### src/rtl/buzzer_pkg.sv
`default_nettype none
// ============================================================================
// Module      : buzzer_pkg
// Description : Shared types and constants for the one-hot buzzer pulse
//               interface (zone codes, decoder FSM states, nominal width).
// Revision    : 1.0 - initial release
// ============================================================================
package buzzer_pkg;

  // Nominal buzzer high time in clk cycles, shared with the buzzer generator
  localparam int BUZZ_PULSE_LEN = 31;

  // Zone codes carried on the event port; ZONE_NONE is never emitted
  localparam logic [1:0] ZONE_NONE = 2'd0;
  localparam logic [1:0] ZONE_1    = 2'd1;
  localparam logic [1:0] ZONE_2    = 2'd2;
  localparam logic [1:0] ZONE_3    = 2'd3;

  // Decoder FSM states
  typedef enum logic [1:0] {
    IDLE    = 2'd0,
    MEASURE = 2'd1,
    FAULT   = 2'd2
  } state_t;

  // True when exactly one buzzer line is high
  function automatic logic is_onehot(input logic [2:0] line);
    return (line == 3'b001) || (line == 3'b010) || (line == 3'b100);
  endfunction

  // Map a one-hot buzzer line to its zone code
  function automatic logic [1:0] line_to_zone(input logic [2:0] line);
    logic [1:0] zone;
    zone = ZONE_NONE;
    case (line)
      3'b001:  zone = ZONE_1;
      3'b010:  zone = ZONE_2;
      3'b100:  zone = ZONE_3;
      default: zone = ZONE_NONE;
    endcase
    return zone;
  endfunction

endpackage
`default_nettype wire

### src/rtl/buzzer_evt_hold.sv
`default_nettype none
// ============================================================================
// Module      : buzzer_evt_hold
// Description : Single-entry valid/ready holding register for zone events.
//               A new event arriving while the entry is full and not being
//               accepted is dropped and flagged on a sticky overrun bit.
// Revision    : 1.0 - initial release
// ============================================================================
module buzzer_evt_hold #(
  parameter int WIDTH_W = 6
) (
  input  logic               clk,
  input  logic               rst_n,
  input  logic               i_clr,
  input  logic               i_load,
  input  logic [1:0]         i_zone,
  input  logic [WIDTH_W-1:0] i_width,
  input  logic               i_ready,
  output logic               o_valid,
  output logic [1:0]         o_zone,
  output logic [WIDTH_W-1:0] o_width,
  output logic               o_overrun
);

  logic               r_valid;
  logic [1:0]         r_zone;
  logic [WIDTH_W-1:0] r_width;
  logic               r_overrun;
  logic               w_free;

  // Entry can take a new event if empty or being drained this cycle
  assign w_free = !r_valid || i_ready;

  // Holding register: load when free, otherwise drop valid on accept
  always_ff @(posedge clk or negedge rst_n) begin
    if (!rst_n) begin
      r_valid <= 1'b0;
      r_zone  <= '0;
      r_width <= '0;
    end else if (i_load && w_free) begin
      r_valid <= 1'b1;
      r_zone  <= i_zone;
      r_width <= i_width;
    end else if (r_valid && i_ready) begin
      r_valid <= 1'b0;
    end
  end

  // Sticky overrun; a same-cycle clear wins over a new drop
  always_ff @(posedge clk or negedge rst_n) begin
    if (!rst_n) begin
      r_overrun <= 1'b0;
    end else if (i_clr) begin
      r_overrun <= 1'b0;
    end else if (i_load && !w_free) begin
      r_overrun <= 1'b1;
    end
  end

  assign o_valid   = r_valid;
  assign o_zone    = r_zone;
  assign o_width   = r_width;
  assign o_overrun = r_overrun;

endmodule
`default_nettype wire

### src/rtl/buzzer_event_decoder.sv
`default_nettype none
// ============================================================================
// Module      : buzzer_event_decoder
// Description : Receive side of the one-hot buzzer pulse interface. Measures
//               each pulse, validates one-hotness and width, emits one zone
//               event per good pulse and keeps per-zone saturating counters.
// Revision    : 1.0 - initial release
// ============================================================================
module buzzer_event_decoder
  import buzzer_pkg::*;
#(
  parameter int PULSE_LEN = BUZZ_PULSE_LEN,
  parameter int TOL       = 1,
  parameter int WIDTH_W   = 6,
  parameter int CNT_W     = 8
) (
  input  logic               clk,
  input  logic               rst_n,
  input  logic               ena,
  input  logic [2:0]         buzz,
  output logic               evt_valid,
  input  logic               evt_ready,
  output logic [1:0]         evt_zone,
  output logic [WIDTH_W-1:0] evt_width,
  output logic               err_width,
  output logic               err_multi,
  output logic               overrun,
  input  logic [1:0]         cnt_sel,
  output logic [CNT_W-1:0]   cnt_out,
  input  logic               clr
);

  localparam logic [WIDTH_W-1:0] c_MIN_W = WIDTH_W'(PULSE_LEN - TOL);
  localparam logic [WIDTH_W-1:0] c_MAX_W = WIDTH_W'(PULSE_LEN + TOL);

  state_t             r_state;
  logic [2:0]         r_line;
  logic [WIDTH_W-1:0] r_width;
  logic               r_err_width;
  logic               r_err_multi;
  logic [CNT_W-1:0]   r_cnt [3];

  logic               w_onehot;
  logic               w_bus_idle;
  logic               w_in_window;
  logic               w_good_end;
  logic [1:0]         w_zone;
  logic [CNT_W-1:0]   w_cnt_out;

  // buzz shares our clock domain, so it is decoded straight off the pins
  assign w_onehot    = is_onehot(buzz);
  assign w_bus_idle  = (buzz == 3'b000);
  assign w_in_window = (r_width >= c_MIN_W) && (r_width <= c_MAX_W);
  assign w_good_end  = ena && (r_state == MEASURE) && w_bus_idle && w_in_window;
  assign w_zone      = line_to_zone(r_line);

  // Pulse FSM with width measurement and sticky error flags
  always_ff @(posedge clk or negedge rst_n) begin
    if (!rst_n) begin
      r_state     <= IDLE;
      r_line      <= 3'b000;
      r_width     <= '0;
      r_err_width <= 1'b0;
      r_err_multi <= 1'b0;
    end else begin
      if (ena) begin
        case (r_state)
          IDLE: begin
            if (w_onehot) begin
              r_state <= MEASURE;
              r_line  <= buzz;
              r_width <= WIDTH_W'(1);
            end else if (!w_bus_idle) begin
              r_state     <= FAULT;
              r_err_multi <= 1'b1;
            end
          end
          MEASURE: begin
            if (buzz == r_line) begin
              if (r_width != '1) begin
                r_width <= r_width + WIDTH_W'(1);
              end
            end else if (w_bus_idle) begin
              r_state <= IDLE;
              if (!w_in_window) begin
                r_err_width <= 1'b1;
              end
            end else begin
              r_state     <= FAULT;
              r_err_multi <= 1'b1;
            end
          end
          FAULT: begin
            if (w_bus_idle) begin
              r_state <= IDLE;
            end
          end
          default: r_state <= IDLE;
        endcase
      end
      // Clear overrides any flag set on the same edge; FSM is left alone
      if (clr) begin
        r_err_width <= 1'b0;
        r_err_multi <= 1'b0;
      end
    end
  end

  // One saturating event counter per zone, index 0 holds zone 1
  generate
    for (genvar gi = 0; gi < 3; gi++) begin : g_zone_cnt
      localparam logic [1:0] c_ZONE = 2'(gi + 1);
      // Count good pulses for this zone; clear beats increment
      always_ff @(posedge clk or negedge rst_n) begin
        if (!rst_n) begin
          r_cnt[gi] <= '0;
        end else if (clr) begin
          r_cnt[gi] <= '0;
        end else if (w_good_end && (w_zone == c_ZONE) && (r_cnt[gi] != '1)) begin
          r_cnt[gi] <= r_cnt[gi] + CNT_W'(1);
        end
      end
    end
  endgenerate

  // Counter read mux; zone code 0 reads as zero
  always_comb begin
    w_cnt_out = '0;
    case (cnt_sel)
      ZONE_1:  w_cnt_out = r_cnt[0];
      ZONE_2:  w_cnt_out = r_cnt[1];
      ZONE_3:  w_cnt_out = r_cnt[2];
      default: w_cnt_out = '0;
    endcase
  end

  buzzer_evt_hold #(
    .WIDTH_W (WIDTH_W)
  ) u_evt_hold (
    .clk       (clk),
    .rst_n     (rst_n),
    .i_clr     (clr),
    .i_load    (w_good_end),
    .i_zone    (w_zone),
    .i_width   (r_width),
    .i_ready   (evt_ready),
    .o_valid   (evt_valid),
    .o_zone    (evt_zone),
    .o_width   (evt_width),
    .o_overrun (overrun)
  );

  assign err_width = r_err_width;
  assign err_multi = r_err_multi;
  assign cnt_out   = w_cnt_out;

endmodule
`default_nettype wire

### config.mk
export PLATFORM = sky130hd
export DESIGN_NAME = buzzer_event_decoder
export DESIGN_NICKNAME = d
export VERILOG_FILES = /design/src/rtl/buzzer_pkg.sv /design/src/rtl/buzzer_evt_hold.sv /design/src/rtl/buzzer_event_decoder.sv
export SDC_FILE = /design/constraint.sdc
export NUM_CORES = 1
export LEC_CHECK = 0
export ABC_AREA = 1
export CAP_MARGIN = 20
export CORE_MARGIN = 2
export CORE_UTILIZATION = 38
export CTS_BUF_LIST = sky130_fd_sc_hd__clkbuf_4 sky130_fd_sc_hd__clkbuf_8
export DETAILED_ROUTE_END_ITERATION = 10
export GPL_TIMING_DRIVEN = 1
export PLACE_DENSITY = 0.61
export SLEW_MARGIN = 20
export SYNTH_ARGS = -nofsm -noshare
export SYNTH_HDL_FRONTEND = slang
export SYNTH_SLANG_ARGS = --single-unit
### constraint.sdc
create_clock -name clk -period 4.8 [get_ports clk]
set_input_delay 0.96 -clock clk [delete_from_list [all_inputs] [get_ports clk]]
set_output_delay 0.96 -clock clk [all_outputs]
set_load 0.02 [all_outputs]
# Yosys cells after proc, flatten, opt, wreduce, memory -nomap -nowiden

Index checks and enable logic that the tools add are counted.

Output and inout port bits: 20
Input bits: 10
Register bits after elaboration: 47
Word-level logic and storage cells: 116

$lt $le $gt $ge: 2
Equal/unequal tests: 29
Multiplexer cells: 34
Reduce and logical (&&, ||, !) cells: 35
$add $sub $neg: 4

Operator list:

| kind                  | number |
|---|---|
| $mux W8               | 6 |
| $add A8 B1 Y8 const B | 3 |
| $ne A8 B8 Y1 const B  | 3 |
| $pmux W8 S3           | 1 |
| $mux W6               | 3 |
| $reduce_bool A2 Y1    | 9 |
| $mux W1               | 15 |
| $logic_and A1 B1 Y1   | 13 |
| $pmux W2 S3           | 2 |
| $pmux W6 S2           | 1 |
| $eq A2 B2 Y1 const B  | 5 |
| $mux W2               | 5 |
| $ne A2 B2 Y1 const B  | 5 |
| $reduce_and A5 Y1     | 2 |
| $ne A3 B3 Y1 const B  | 3 |
| $reduce_and A4 Y1     | 2 |
| $add A6 B1 Y6 const B | 1 |
| $eq A2 B1 Y1 const B  | 3 |
| $eq A3 B1 Y1 const B  | 2 |
| $eq A3 B2 Y1 const B  | 2 |
| $eq A3 B3 Y1 const B  | 2 |
| $ge A6 B5 Y1 const B  | 1 |
| $le A6 B6 Y1 const B  | 1 |
| $ne A6 B6 Y1 const B  | 1 |
| 9 further kinds       | 13 |

# Depth between registers and ports, before layout

Depth after elaboration: 8
Depth in mapped cells: 11
Mapped depth without buffers: 11

# Hierarchy

From an unflattened synthesis, not the netlist that was laid out.

Cell total of the unflattened synthesis: 394
Area total of the unflattened synthesis: 2,927.8 um^2

Modules (own cells, without submodules):

| module               | area each (um^2) | sequential area each (um^2) | times used | cells an instance |
|---|---|---|---|---|
| buzzer_event_decoder | 2,522.4          | 925.9                       | 1          | 352 |
| buzzer_evt_hold      | 405.4            | 250.2                       | 1          | 42 |

# Least setup slack after synthesis

Ideal clock, no wire load.

Kind: input to output
Start: input port cnt_sel[1]
End: output port cnt_out[6]
Stages on the path: 4
Path slack: 2.116 ns
Arrival: 1.724 ns
Path buffers: 0
Data required time: 3.840 ns
Path through: inv_1 nor2_1 inv_1 o221ai_1

Word-level cells in the longest chain between the ends: 2
Elaborated cells on any way between the ends: 4

RTL lines:

| element                                      | RTL line                    | source |
|---|---|---|
| start: declaration                           | buzzer_event_decoder.sv:28  | `input logic [1:0] cnt_sel,` |
| $eq A2 B2 Y1 or $eq A2 B1 Y1 (tied branches) | buzzer_event_decoder.sv:129 | `case (cnt_sel)` |
| $pmux W8 S3 *                                | buzzer_event_decoder.sv:129 |  |
| end: declaration                             | buzzer_event_decoder.sv:29  | `output logic [CNT_W-1:0] cnt_out,` |

Mark *: on every way between the ends. The rest lies on a longest branch, timed or not.

# Worst setup path in the final report

Ends and elaborated chain as after synthesis.

==> reports/qor.csv <==
stage,metric,value,unit
detailed_routing,viasPerCell,4.96,
detailed_routing,route.detailed.drc,0,
power,leakagePower,1.61,nW
placed_design,place_inst,501,
synthesis,syn-cell-area,2810,µm²
synthesis,yosys_warnings,0,
floorplan,die_area,8110,µm²
sta,fin_tns_setup,0,ns
clock_network,htreeDepth,2,
final_layout,n_antenna_cell,0,
sta,fmax,0.271,GHz
outcome,status,"complete, no violations",
clock_network,clkTransAtPathRegs,0.09,ns
placed_design,pre_cts_slack,1.11,ns
sta,fin_ws,1.11,ns
synthesis,netlist-cell-type-count,28,
sta,slew-limit-headroom,68.7,%
synthesis,syn-num-nets,394,
placed_design,portBuffers,29,
final_layout,drive_above_1_share,6.10,%
synthesis,seq_area_frac_synth,41.8,%
sta,hold_ws,0.477,ns
global_routing,grt_max_degree,50,
detailed_routing,dr.pass1.iters,4,
clock_network,clockBufferDepth,2,
synthesis,synthCells,379,
worst_setup_path,crit_arrival,2.73,ns
sta,timing.final.crit_share,76.9,%
worst_setup_path,cp_max_fo,7,
final_layout,nNetsFinal,424,
clock_network,post_cts_resized,0,
sta,setup_viol,0,
worst_setup_path,path_class,input port to output port,
worst_setup_path,cp-end-kind,output port,
detailed_routing,wl_per_cell,12.2,µm
sta,hold_viol_final,0,
sta,skew,0.00727,ns
floorplan,io_pins,30,
synthesis,ys_ff_latch,47,
clock_network,ctsRootBufferMaster,clkbuf_8,
clock_network,hold_buffers,0,
floorplan,start_util,39.0,%
run,drv_cap,0,
placed_design,dp_hpwl,4.60,mm
detailed_routing,antenna_left,0,
sta,tightestPinTransition,0.469,ns
clock_network,cts_made_buffers,5,
global_routing,grt_pass1_vias,2338,
floorplan,die_y,90.0,µm
clock_network,insertion_delay,0.30,ns
global_routing,grtUsageTotal,16.2,%
floorplan,core_area,7210,µm²
synthesis,syn_area_per_cell,7.42,µm²
final_layout,nFillCells,740,
global_routing,grt_first_pass_wirelength,10.9,mm
placed_design,gp_congestion,0.851,
clock_network,post-cts-setup-buffers,0,
power,irDropWorstVdd,131,µV
power,p_per_area,271,nW/µm²
global_routing,antenna_found_initial,0,
sta,rsz0062_at_grt,no,
sta,slew_violations,0,
floorplan,core.rowCount,31,
min_path,hp-class,register to register,
detailed_routing,drt-initial-drc-count,98,
final_layout,seq_area,1180,µm²
detailed_routing,via_count,2523,
floorplan,die_w,90.0,µm
detailed_routing,postRouteWirelength,6.22,mm
clock_network,cts_num_sinks,47,
final_layout,area_delta_synth_final,17.5,%
worst_setup_path,required,3.84,ns
worst_setup_path,start_kind,input port,
clock_network,cts_tree,built,
final_layout,multi_input_area,1420,µm²
sta,period_needed,3.69,ns
global_routing,overflow,0,
power,finalPower,895,µW
final_layout,stdcell_count,509,
[worst max-delay path, cell delays in order]
cell,delay (ns)
clkdlybuf4s50_1,0.47
inv_1,0.05
nor2_1,0.34
inv_1,0.11
o221ai_1,0.17
clkdlybuf4s50_1,0.63
[synth_stat cells]
cell	count	area share, %
dfrtp_1	47	42
nor2_1	31	4.1
xnor2_1	9	2.8
nor3_1	3	0.53
a21oi_1	2	0.36
o22ai_1	1	0.22
nand2_1	105	14
nand2_4	1	0.40
nand4_1	16	3.6
nand3_1	58	10
o211ai_1	1	0.27
o21ai_0	8	1.4
o21ai_1	3	0.53
nand3b_1	7	1.9
nor2_2	2	0.44
nand3_4	1	0.62
clkbuf_1	5	0.67
buf_2	2	0.36
o221ai_1	5	1.6
inv_2	6	0.80
inv_1	43	5.7
ha_1	5	2.2
nor2_4	3	1.2
xor2_1	9	2.8
or2_2	1	0.22
a31oi_1	2	0.44
o21a_1	2	0.53
buf_1	1	0.13
[per-layer routing]
metal,global-route usage [%],wire length (µm)
met1,22.1,3030
met2,27.0,2890
met3,2.35,231
met4,4.36,75
met5,0,0
[metrics by stage]
stage               util [%]  area [µm²]
detailed placement      44.6        3220
global route            45.8        3310
floorplan                  -        2810
finish                  45.8        3310
global placement        44.3        3200
CTS                     45.8        3310
[logic make-up (layout without fill, tap and decap cells)]
family          count (synthesis)  count (layout)  synth area share, %
compound gates                 24              24                 5.34
xor+xnor                       18              18                 5.61
fa+ha+maj                       5               5                 2.22
buf+inv                        57              88                 7.70
flops                          47              47                 41.8
simple gates                  228             228                 37.3
[power by group]
part	internal (mW)	total, mW	switching [mW]
clock	0.102	0.242	0.140
sequential	0.426	0.467	0.0412
combinational	0.0685	0.186	0.118
total	0.596	0.895	0.299
[state kept, by name, summed over array words and instances, names as in the netlist]
signal / flops
err_multi: 1
r_width: 6
u_evt_hold.o_zone: 2
u_evt_hold.o_width: 6
r_cnt: 24
err_width: 1
u_evt_hold.o_overrun: 1
r_state: 2
r_line: 3
u_evt_hold.o_valid: 1
[layout make-up]
cell class,count,share of cell area (%)
Sequential cell,47,35.6
Clock buffer,5,2.08
Clock inverter,3,0.606
Multi-Input combinational cell,275,43.0
Inverter,49,5.56
Timing Repair Buffer,31,9.46
Tap cell,99,3.75
[final timing paths]
path / start / endpoint / slack (ns) / depth (start not counted)
min in group asynchronous: rst_n / r_width[3] / 0.59 / 1
max in group asynchronous: rst_n / r_cnt[9] / 3.70 / 2
max reg2reg: r_width[0] / r_cnt[13] / 2.94 / 11
max: cnt_sel[1] / cnt_out[6] / 1.11 / 6
min reg2reg: u_evt_hold.o_width[3] / u_evt_hold.o_width[3] / 0.48 / 2
min: u_evt_hold.o_width[3] / u_evt_hold.o_width[3] / 0.48 / 2
[layout by cell type, fill, tap and decap left out, drive strengths merged]
cell	instances
dfrtp	47
a21oi	2
nand3	59
clkinvlp	2
o221ai	5
o21ai	11
xnor2	9
xor2	9
nor3	3
clkbuf	5
buf	3
nand2	106
nand4	16
o211ai	1
o21a	2
o22ai	1
or2	1
nand3b	7
a31oi	2
ha	5
clkdlybuf4s50	28
clkinv	1
nor2	36
inv	49
(Power assumes the default switching activity.)
